<file path="config.mk">
export PLATFORM = sky130hd
export DESIGN_NAME = myo_frame_controller
export DESIGN_NICKNAME = d
export VERILOG_FILES = /design/src/rtl/myo_frame_controller.sv
export SDC_FILE = /design/constraint.sdc
export NUM_CORES = 1
export LEC_CHECK = 0
export CAP_MARGIN = 20
export CORE_MARGIN = 4
export CORE_UTILIZATION = 48
export CTS_CLUSTER_SIZE = 10
export DETAILED_ROUTE_END_ITERATION = 10
export PLACE_DENSITY = 0.67
export RECOVER_POWER = 25
export SLEW_MARGIN = 15
export SYNTH_ARGS = -nofsm -noshare
export SYNTH_HDL_FRONTEND = slang
export SYNTH_SLANG_ARGS = --single-unit
</file>
<file path="constraint.sdc">
create_clock -name clock -period 19.3 [get_ports clock]
set_input_delay 5.79 -clock clock [delete_from_list [all_inputs] [get_ports clock]]
set_output_delay 5.79 -clock clock [all_outputs]
set_load 0.005 [all_outputs]
</file>
<file path="src/rtl/myo_frame_controller.sv">
// SPI frame sequencer between spi_slave and the MyoControlInterface bank.
// Validates host frames, commits parameter words and streams status bytes.
//
// Ports:
//   clock, reset         system clock, async active-high reset
//   frame_n              host frame select (async, active low)
//   rx_valid, rx_data    received byte stream from the SPI slave
//   tx_data, tx_wren     transmit byte and load strobe to the SPI slave
//   status_addr/_data    status word read for the selected motor
//   motor_sel            motor of the last committed frame
//   param_we/addr/data   parameter bank write port
//   frame_ok, frame_err  commit / reject pulses
//   err_count            saturating rejected-frame counter
//
// Build option: define MYO_FRAME_CHECKSUM_EN to verify the XOR checksum.
module myo_frame_controller #(
    parameter int NUMBER_OF_MOTORS = 6,
    parameter int FRAME_BYTES      = 37
) (
    input  logic        clock,
    input  logic        reset,
    input  logic        frame_n,
    input  logic        rx_valid,
    input  logic [7:0]  rx_data,
    output logic [7:0]  tx_data,
    output logic        tx_wren,
    output logic [3:0]  status_addr,
    input  logic [31:0] status_data,
    output logic [7:0]  motor_sel,
    output logic        param_we,
    output logic [3:0]  param_addr,
    output logic [31:0] param_data,
    output logic        frame_ok,
    output logic        frame_err,
    output logic [15:0] err_count
);

    localparam int CW = $clog2(FRAME_BYTES + 1);
    localparam logic [CW-1:0] FB = CW'(FRAME_BYTES);
    localparam logic [7:0] NM = 8'(NUMBER_OF_MOTORS);
    localparam logic [3:0] LAST_WORD = 4'd10;
`ifdef MYO_FRAME_CHECKSUM_EN
    localparam logic CSUM_EN = 1'b1;
`else
    localparam logic CSUM_EN = 1'b0;
`endif

    typedef enum logic [1:0] {IDLE, RECEIVE, CHECK, COMMIT} state_t;

    state_t state_q, state_d;

    logic fn_s1_q, fn_s2_q, fn_s3_q, rx_prev_q;
    logic fn_fall, fn_rise, rx_rise;

    logic [CW-1:0] cnt_q, cnt_d, tx_idx_q, tx_idx_d;
    logic [7:0]    acc_q, acc_d;
    logic          ovr_q, ovr_d, late_q, late_d;
    logic [7:0]    rx_buf_q [FRAME_BYTES];
    logic [7:0]    rx_buf_d [FRAME_BYTES];
    logic [3:0]    word_q, word_d;
    logic [7:0]    tx_data_q, tx_data_d;
    logic          tx_wren_q, tx_wren_d;
    logic [7:0]    motor_sel_q, motor_sel_d;
    logic [15:0]   err_q, err_d;

    logic          pass;
    logic [7:0]    tx_byte;
    logic [5:0]    base;
    logic [31:0]   word_w;

    // frame_n: two sync flops plus a history flop for edge detection
    always_ff @(posedge clock or posedge reset) begin
        if (reset) begin
            fn_s1_q   <= 1'b1;
            fn_s2_q   <= 1'b1;
            fn_s3_q   <= 1'b1;
            rx_prev_q <= 1'b0;
        end else begin
            fn_s1_q   <= frame_n;
            fn_s2_q   <= fn_s1_q;
            fn_s3_q   <= fn_s2_q;
            rx_prev_q <= rx_valid;
        end
    end

    assign fn_fall = fn_s3_q & ~fn_s2_q;
    assign fn_rise = ~fn_s3_q & fn_s2_q;
    assign rx_rise = rx_valid & ~rx_prev_q;

    // tx_idx_q always names the next byte to load, so status_addr is
    // already pointing at its word when the load happens
    assign tx_byte = status_data[{tx_idx_q[1:0], 3'b000} +: 8];

    assign pass = (cnt_q == FB)
                & (~CSUM_EN | (acc_q == 8'h00))
                & (rx_buf_q[0] < NM)
                & ~ovr_q
                & ~late_q;

    // Words 0-4 start at byte 4w+1, words 7-9 at byte 4w-4
    assign base = (word_q < 4'd5) ? {word_q, 2'b01}
                                  : {word_q - 4'd1, 2'b00};

    always_comb begin
        unique case (word_q)
            4'd5:    word_w = {24'h0, rx_buf_q[21]};
            4'd6:    word_w = {16'h0, rx_buf_q[23], rx_buf_q[22]};
            default: word_w = {rx_buf_q[base + 6'd3], rx_buf_q[base + 6'd2],
                               rx_buf_q[base + 6'd1], rx_buf_q[base]};
        endcase
    end

    // State register
    always_ff @(posedge clock or posedge reset) begin
        if (reset) state_q <= IDLE;
        else       state_q <= state_d;
    end

    // Next state
    always_comb begin
        state_d = state_q;
        unique case (state_q)
            IDLE:    if (fn_fall || late_q) state_d = RECEIVE;
            RECEIVE: if (fn_rise) state_d = CHECK;
            CHECK:   state_d = pass ? COMMIT : IDLE;
            COMMIT:  if (word_q == LAST_WORD) state_d = IDLE;
        endcase
    end

    // Outputs decoded from state
    always_comb begin
        param_we   = 1'b0;
        param_addr = 4'h0;
        param_data = 32'h0;
        frame_ok   = 1'b0;
        frame_err  = 1'b0;
        unique case (state_q)
            CHECK:  frame_err = ~pass;
            COMMIT: begin
                if (word_q == LAST_WORD) begin
                    frame_ok = 1'b1;
                end else begin
                    param_we   = 1'b1;
                    param_addr = word_q;
                    param_data = word_w;
                end
            end
            default: ;
        endcase
    end

    // Datapath next values
    always_comb begin
        cnt_d       = cnt_q;
        acc_d       = acc_q;
        ovr_d       = ovr_q;
        late_d      = late_q;
        rx_buf_d    = rx_buf_q;
        word_d      = word_q;
        tx_idx_d    = tx_idx_q;
        tx_data_d   = tx_data_q;
        tx_wren_d   = 1'b0;
        motor_sel_d = motor_sel_q;
        err_d       = err_q;
        unique case (state_q)
            IDLE: begin
                // a start latched during CHECK/COMMIT keeps late set
                if (fn_fall || late_q) begin
                    cnt_d     = '0;
                    acc_d     = 8'h00;
                    ovr_d     = 1'b0;
                    tx_wren_d = 1'b1;
                    tx_data_d = tx_byte;
                    tx_idx_d  = CW'(1);
                end
            end
            RECEIVE: begin
                if (rx_rise) begin
                    tx_wren_d = 1'b1;
                    if (tx_idx_q < FB) begin
                        tx_data_d = tx_byte;
                        tx_idx_d  = tx_idx_q + CW'(1);
                    end else begin
                        tx_data_d = 8'h00;
                    end
                    if (cnt_q < FB) begin
                        rx_buf_d[cnt_q] = rx_data;
                        acc_d           = acc_q ^ rx_data;
                        cnt_d           = cnt_q + CW'(1);
                    end else begin
                        ovr_d = 1'b1;
                    end
                end
            end
            CHECK: begin
                tx_idx_d = '0;
                word_d   = 4'h0;
                late_d   = fn_fall;
                if (pass)                  motor_sel_d = rx_buf_q[0];
                else if (err_q != 16'hFFFF) err_d       = err_q + 16'd1;
            end
            COMMIT: begin
                word_d = word_q + 4'd1;
                if (fn_fall) late_d = 1'b1;
            end
        endcase
    end

    always_ff @(posedge clock or posedge reset) begin
        if (reset) begin
            cnt_q       <= '0;
            acc_q       <= 8'h00;
            ovr_q       <= 1'b0;
            late_q      <= 1'b0;
            word_q      <= 4'h0;
            tx_idx_q    <= '0;
            tx_data_q   <= 8'h00;
            tx_wren_q   <= 1'b0;
            motor_sel_q <= 8'h00;
            err_q       <= 16'h0;
            for (int i = 0; i < FRAME_BYTES; i++) rx_buf_q[i] <= 8'h00;
        end else begin
            cnt_q       <= cnt_d;
            acc_q       <= acc_d;
            ovr_q       <= ovr_d;
            late_q      <= late_d;
            word_q      <= word_d;
            tx_idx_q    <= tx_idx_d;
            tx_data_q   <= tx_data_d;
            tx_wren_q   <= tx_wren_d;
            motor_sel_q <= motor_sel_d;
            err_q       <= err_d;
            rx_buf_q    <= rx_buf_d;
        end
    end

    assign tx_data     = tx_data_q;
    assign tx_wren     = tx_wren_q;
    assign status_addr = tx_idx_q[5:2];
    assign motor_sel   = motor_sel_q;
    assign err_count   = err_q;

endmodule

</file>
### Yosys cells after proc, flatten, opt, wreduce, memory -nomap -nowiden

Cells that the tools add are included.

| operators by class | value |
|---|---|
| bitwise operators | 17 |
| mux-type cells | 53 |
| equal/unequal tests | 16 |
| reduce and logical (&&, ||, !) cells | 15 |
| $add $sub $neg | 8 |
| shift-type cells | 1 |
| magnitude comparators | 10 |

Operators with widths:

| kind | count |
|---|---|
| bitwise mux 296 bit | 1 |
| binary-select mux 8 bit (select 6 bit) | 4 |
| 2-to-1 mux 8 bit | 12 |
| 2-to-1 mux 32 bit | 2 |
| one-hot mux 32 bit (2 select lines) | 1 |
| demux 8 bit (select 6 bit) | 1 |
| 2-to-1 mux 6 bit | 7 |
| greater-or-equal comparator 7 bit (second input constant) | 5 |
| inverter 6 -> 7 bit | 5 |
| variable part select 32 x 6 -> 8 bit | 1 |
| adder 6 x 1 -> 6 bit (second input constant) | 3 |
| one-hot mux 6 bit (3 select lines) | 1 |
| adder 16 x 1 -> 16 bit (second input constant) | 1 |
| != test 16 bit (second input constant) | 1 |
| != test 2 bit (second input constant) | 8 |
| one-hot mux 8 bit (2 select lines) | 1 |
| adder 6 x 2 -> 6 bit (second input constant) | 2 |
| < comparator 6 bit (second input constant) | 2 |
| one-hot mux 6 bit (2 select lines) | 1 |
| AND reduction 3 bit | 4 |
| AND reduction 4 bit | 3 |
| 2-to-1 mux 1 bit | 11 |
| equality test 4 x 3 -> 1 bit (second input constant) | 2 |
| < comparator 8 x 3 -> 1 bit (second input constant) | 1 |
| 21 further kinds | 40 |

| word-level totals | value |
|---|---|
| bits in registers | 353 |
| input port bits | 44 |
| logic and storage cells | 171 |

### Longest topological paths before layout

Gate-level depths: netlist of the first run.

| logic depth | value |
|---|---|
| word-level depth | 10 |
| depth in mapped cells | 17 |
| gate-level depth less buffers | 9 |

### Worst setup path before layout of the first run

Ideal clock, no wire load.

| timing path | value |
|---|---|
| kind | flip-flop to output port |
| start | register word_q[0] |
| end | output port param_data[16] |
| required time | 13.510 ns |
| arrival | 3.285 ns |
| buffers on the path | 8 |
| cell stages (with the launch flop) | 16 |
| setup slack | 10.225 ns |
| cell sequence | dfrtp_1 > buf_2 > inv_2 > buf_2 > buf_2 > clkbuf_1 > ha_1 > buf_6 > nor2b_4 > nor2_2 > buf_6 > buf_4 > buf_4 > mux4_2 > a211oi_1 > o22ai_1 |

| between the ends | value |
|---|---|
| longest elaborated chain between the ends | 10 |
| elaborated cells on any way between the ends | 14 |
| those cells by class | add/sub: 2; order compare: 1; eq/ne: 3; mux: 7; bitwise: 1 |

Ends and longest elaborated chain:

| item | RTL line | RTL |
|---|---|---|
| start: declaration | 60 | `logic [3:0] word_q, word_d;` |
| start signal: assignment | 227 | `word_q <= word_d;` |
| subtractor 4 x 1 -> 4 bit or < comparator 4 x 3 -> 1 bit (tied branches) | 102, 101 |  |
| 2-to-1 mux 6 bit | 101 | `assign base = (word_q < 4'd5) ? {word_q, 2'b01}` |
| adder 6 x 2 -> 6 bit | 108 | `default: word_w = {rx_buf_q[base + 6'd3], rx_buf_q[base + 6'd2],` |
| inverter 6 -> 7 bit (implied by the code) | 108 |  |
| binary-select mux 8 bit (select 6 bit) | 108 |  |
| 2-to-1 mux 8 bit (implied by the code) (2 in a row) | 108 |  |
| one-hot mux 32 bit (2 select lines) | 105 | `unique case (word_q)` |
| 2-to-1 mux 32 bit (*) | 140 | `if (word_q == LAST_WORD) begin` |
| 2-to-1 mux 32 bit (*) | 137 | `unique case (state_q)` |
| end: declaration | 32 | `output logic [31:0] param_data,` |

Mark *: on every way between the ends. The rest lies on a longest branch, timed or not. The select of a mux whose other input is x is not followed.

### Worst setup path in the final report of the first run

| timing path | value |
|---|---|
| start | register word_q[0] |
| end | output port param_data[22] |

Same word-level chain as after synthesis.

==> run summary, run 1 <==
critical path data arrival time: 6.64 ns
worst vdd ir: 0.07375 mV
Post-synth EDFFs: 0
Routed Antenna Nets: 0
Core ar.: 40010 um2
CTS tree: built
via count: 14380
Synth area leader: dfrtp_1
power per cell area: 105.8 nW/um2
final WL: 63820 um
GRT met2 Usage: 0.4391
Worst path top cell family by delay: buffers and inverters
period utilisation layout: 0.6442
nets: 1714
met1 GRT Util: 0.4004
drt wl/cell: 29.09 um
Yosys top cell area share: 0.4486
Starting Density: 0.4880
Final Setup Violations: 0
#FFs+latches synth: 353
post-CTS resize count: 0
count of different cell masters after synthesis: 76
Critical Path Fanout Max: 52
Leak: 9.896 nW
CP most frequent cell: nand2_1
port buffer count: 119
Setup Skew: 0.02516 ns
Post-synth top flop: dfrtp_1
Hold Vio Cnt, Final: 0
first-pass detailed-route iteration total: 5
placed cell count: 2133
layout cell share with drive strength beyond 1: 0.3194
vias in the first global route: 14550
Total Power: 2.358 mW
IO Pins: 120
Final TNS setup: 0 ns
Routability Congestion: 1.016
HPWL Detailed: 45440 um
initial antenna violation count: 0
Async SR Flop Fraction: 1.000
Critical Path Slowest Stage Cell: clkbuf_1
Mapped Avg Cell Area: 12.44 um2
top post-synthesis cells by area: dfrtp_1 (45%), mux2_2 (18%), mux4_2 (12%), mux2i_1 (2.1%), nand2_1 (2.0%)
RSZ-0062 raised after global routing: false
Post-CTS Hold Fix Bufs: 0
number of DRC markers in iteration 0: 1530
final count of pins violating max slew: 220
worst path buffer plus inverter count: 3
Max Freq: 80.43 MHz
Crit. End Element: primary output
GRT met3 Usage: 0.06996
most frequent cells in the layout: dfrtp_1 (349), mux2_2 (309), clkdlybuf4s50_1 (116)
post-route insts no fill: 2194
chip height: 209.7 um
Worst-path clk slew: 0.06 ns
DRC: 0
H-Tree Depth: 2
Syn Nets: 1627
Synth Warn #: 0
diode count: 0
total CTS buffers: 43
critical path, cell by cell: clkbuf_1 -> buf_4 -> nor2_1 -> nand2_1 -> nand2_1 -> a31oi_1 -> o22ai_1 -> nor4_1 -> clkdlybuf4s50_1
post-CTS setup buffer count: 0
Synth-to-Final Area Change: 14.15%
violated checks: max-capacitance violations, max-slew violations
Hold/Removal Path Class: reg2reg
total clock sinks: 353
vias per cell: 6.555
GRT Total Usage: 0.2872
max cap viols: 3
first-pass GRT wire length: 95650 um
Relative slew margins: -2.919
clk buf depth: 3
Synth Instances: 1569
CP Class: reg2out
grt peak-use layer: met2
worst-skew pair later-pin latency: 0.57 ns
Tmin final: 12.43 ns
sequential element share of the synthesized area: 0.4527
die area: 43960 um2
Worst Path Required: 13.51 ns
most common cell after layout, fill and taps aside: dfrtp_1
actual slew at the worst max-slew pin: 5.847 ns
run status: finished, violations left
synthesized area: 19520 um2
DIE WIDTH: 209.7 um
cell row count: 73
pin count of the biggest net entering global routing: 135
Remaining Overflow, GRT: 0
critical path startpoint category: flip-flop
root buffer cell: clkbuf_16
CP peak stage delay: 2.35 ns
power by group:
| part | switching [mW] | internal (mW) |
|---|---|---|
| sequential | 0.0672 | 0.795 |
| clock | 0.301 | 0.416 |
| combinational | 0.476 | 0.304 |
| total | 0.843 | 1.51 |
layer usage:
metal  vias to the layer above  share of wire
met5                         -              0
li1                       6053              -
met1                      7429           0.42
met3                       149          0.090
met4                         0          0.039
met2                       750           0.45
worst register-to-register path, delay by kind of cell (launching register included):
kind            cells  cell delay (ns)
fa+ha+maj           1             1.18
compound gates      2             0.22
simple gates        3             0.77
buf+inv             2             1.69
flops               1             0.43
path summary, 6_finish.rpt:
path                       startpoint  cells after the start  slack [ns]        endpoint
max                         word_q[0]                      9        6.87  param_data[22]
min                           fn_s1_q                      0        0.36         fn_s2_q
max reg2reg                 word_q[0]                      8       14.87      state_q[1]
min reg2reg                   fn_s1_q                      0        0.36         fn_s2_q
max in group asynchronous       reset                      4        8.15       word_q[0]
min in group asynchronous       reset                      2        7.49    rx_buf_q[84]
Yosys cell counts, drive strengths merged (4+ instances only):
| master | number |
|---|---|
| a211oi | 23 |
| a21boi | 5 |
| a21oi | 48 |
| a221o | 5 |
| a221oi | 7 |
| a22oi | 15 |
| a31oi | 6 |
| and2 | 11 |
| and3 | 9 |
| buf | 65 |
| clkbuf | 45 |
| dfrtp | 350 |
| ha | 14 |
| inv | 33 |
| mux2 | 309 |
| mux2i | 41 |
| mux4 | 107 |
| nand2 | 113 |
| nand2b | 10 |
| nand3 | 15 |
| nand4 | 7 |
| nor2 | 94 |
| nor2b | 29 |
| nor3 | 15 |
| nor4 | 15 |
| o211ai | 4 |
| o21ai | 45 |
| o221a | 4 |
| o221ai | 18 |
| o22a | 4 |
| o22ai | 22 |
| o31ai | 6 |
| or3 | 7 |
| xnor2 | 9 |
| xor2 | 14 |
state kept, by name, indices dropped and copies added (netlist names):
register / flops
fn_s2_q: 1
late_q: 1
rx_prev_q: 1
fn_s3_q: 1
motor_sel: 8
word_q: 4
tx_wren: 1
cnt_q: 6
state_q: 2
fn_s1_q: 1
tx_data: 8
ovr_q: 1
rx_buf_q: 296
tx_idx_q: 6
err_count: 16
layout make-up:
cell class | instances | area [um2]
sequential | 353 | 8841
inverter | 35 | 133.9
fill | 3348 | 17720
tap | 525 | 656.9
clock inverter | 3 | 22.52
multi-input combinational | 1071 | 10010
timing repair buffer | 152 | 1455
clock buffer | 55 | 1161
per-stage QoR:
step,area [um2],hold slack (ns),setup WS (ns),util
2_1_floorplan,19520,0.3452,3.723,-
3_3_place_gp,21080,0.3486,9.149,0.5269
6_report,22290,0.3589,6.866,0.5570
4_1_cts,22260,0.3558,8.525,0.5565
3_5_place_dp,21080,0.3482,9.163,0.5269
5_1_grt,22290,0.3681,6.372,0.5570
cell families after synthesis:
group           count (synthesis)  share of synthesized area
simple gates                  339                    0.08704
compound gates                238                    0.08402
buf+inv                       145                    0.03429
fa+ha+maj                      14                   0.008973
flops                         353                     0.4527
xor+xnor                       23                    0.01032
mux                           457                     0.3227
No activity file was read; power rests on OpenSTA's default activity.
==> inputs of run 2 (changes only) <==
==> constraint.sdc (replaced) <==
create_clock -name clock -period 12.74 [get_ports clock]
set_input_delay 3.822 -clock clock [delete_from_list [all_inputs] [get_ports clock]]
set_output_delay 3.822 -clock clock [all_outputs]
set_load 0.005 [all_outputs]
==> run summary, run 2 (synthesized netlist as in run 1, its figures left out) <==
H-Tree Depth: 2
Tmin final: 10.11 ns
Comb pwr share: 0.320
most frequent cells in the layout: dfrtp_1 (350), mux2_2 (309), mux4_2 (107)
cell row count: 73
Final Setup Violations: 0
vias per cell: 6.469
clk buf depth: 3
Core ar.: 40010 um2
Relative slew margins: -1.888
violated checks: max-capacitance violations, max-slew violations
post-route insts no fill: 2190
number of DRC markers in iteration 0: 1501
Synth-to-Final Area Change: 13.93%
vias in the first global route: 14030
max reg flops: 296
Routability Congestion: 1.005
via count: 14170
CP Class: reg2out
Worst Path Required: 8.92 ns
Setup Skew: 0.01741 ns
Net Switching: 1.268 mW
Reg with most FFs: rx_buf_q
layout cell share with drive strength beyond 1: 0.3171
Multi-input gate area: 10040 um2
final WL: 59130 um
GRT Total Usage: 0.2678
max cap viols: 3
critical path data arrival time: 6.29 ns
post-layout worst setup margin: 2.630 ns
pin count of the biggest net entering global routing: 178
drt wl/cell: 27.00 um
Starting Density: 0.4880
# fillers: 3374
HPWL Detailed: 42280 um
final count of pins violating max slew: 286
post-CTS resize count: 0
Routed Antenna Nets: 0
power per cell area: 158.8 nW/um2
Critical Path Fanout Max: 40
Hold Vio Cnt, Final: 0
worst-skew pair later-pin latency: 0.57 ns
Leak: 9.943 nW
Worst-path clk slew: 0.06 ns
sw frac: 0.3589
worst slack, placed: 3.772 ns
Clk pwr share: 0.307
IO Pins: 120
total CTS buffers: 42
Crit. End Element: primary output
final hold slack: 0.3632 ns
Remaining Overflow, GRT: 0
die area: 43960 um2
placed cell count: 2131
post-CTS setup buffer count: 0
total clock sinks: 353
RSZ-0062 raised after global routing: false
Post-CTS Hold Fix Bufs: 0
root buffer cell: clkbuf_16
Core Util, Final: 0.5560
placed cell area: 21090 um2
Max Freq: 98.91 MHz
worst vdd ir: 0.08665 mV
Storage cell area: 8837 um2
CTS tree: built
DRC: 0
Total Power: 3.532 mW
actual slew at the worst max-slew pin: 4.333 ns
Final TNS setup: 0 ns
Seq pwr share: 0.373
diode count: 0
most common cell after layout, fill and taps aside: dfrtp_1
first-pass detailed-route iteration total: 6
chip height: 209.7 um
initial antenna violation count: 1
Hold/Removal Path Class: reg2reg
first-pass GRT wire length: 90140 um
DIE WIDTH: 209.7 um
run status: finished, violations left
fin area: 22240 um2
period utilisation layout: 0.7936
cell internal pwr: 2.265 mW
port buffer count: 119
critical path startpoint category: flip-flop
nets: 1708
run 2: changes by cell type in the layout (fill, tap and decap cells not counted), moves of 2 or more:
cell	previous run	this run
clkbuf_1	10	14
dlygate4sd3_1	3	31
clkbuf_8	4	2
buf_4	28	23
clkdlybuf4s50_1	116	88
run 2: power groups by stage:
| stage | registers, mW | clock network, mW | logic, mW |
|---|---|---|---|
| floorplan | 1.27 | 0 | 0.785 |
| global placement | 1.33 | 0 | 1.12 |
| detailed placement | 1.34 | 0 | 1.13 |
| CTS | 1.32 | 1.10 | 1.13 |
| global route | 1.33 | 1.15 | 1.21 |
| finish | 1.32 | 1.08 | 1.13 |
run 2: path summary, 6_finish.rpt:
check	startpoint	end	slack, ns	cells past startpoint
max	word_q[0]	param_data[22]	2.63	8
min	fn_s1_q	fn_s2_q	0.36	0
max reg2reg	word_q[0]	state_q[1]	9.03	8
min reg2reg	fn_s1_q	fn_s2_q	0.36	0
max in group asynchronous	reset	rx_buf_q[266]	3.83	3
min in group asynchronous	reset	rx_buf_q[167]	4.06	2
run 2: routing by layer:
layer	vias to the layer above	part of all wire	GRT usage
met4	2	0.035	0.09316
met2	699	0.47	0.4208
li1	6050	-	-
met3	128	0.089	0.05964
met5	-	0.00020	0
met1	7288	0.41	0.3711
run 2: worst max-delay path, stage by stage, from the launching register on:
cell and delay [ns]:
dfrtp_1 1.24, inv_4 0.57, ha_1 1.21, and2_1 0.38
and3_1 0.55, o21bai_1 0.31, a21oi_1 0.12, nor4_1 0.68
clkdlybuf4s50_1 0.65
run 2: area by class of cell:
class                           count  area share
Clock buffer                       56     0.05147
Clock inverter                      3    0.001688
Inverter                           35    0.006075
Multi-Input combinational cell   1071      0.4512
Sequential cell                   353      0.3973
Tap cell                          525     0.02953
Timing Repair Buffer              147     0.06272
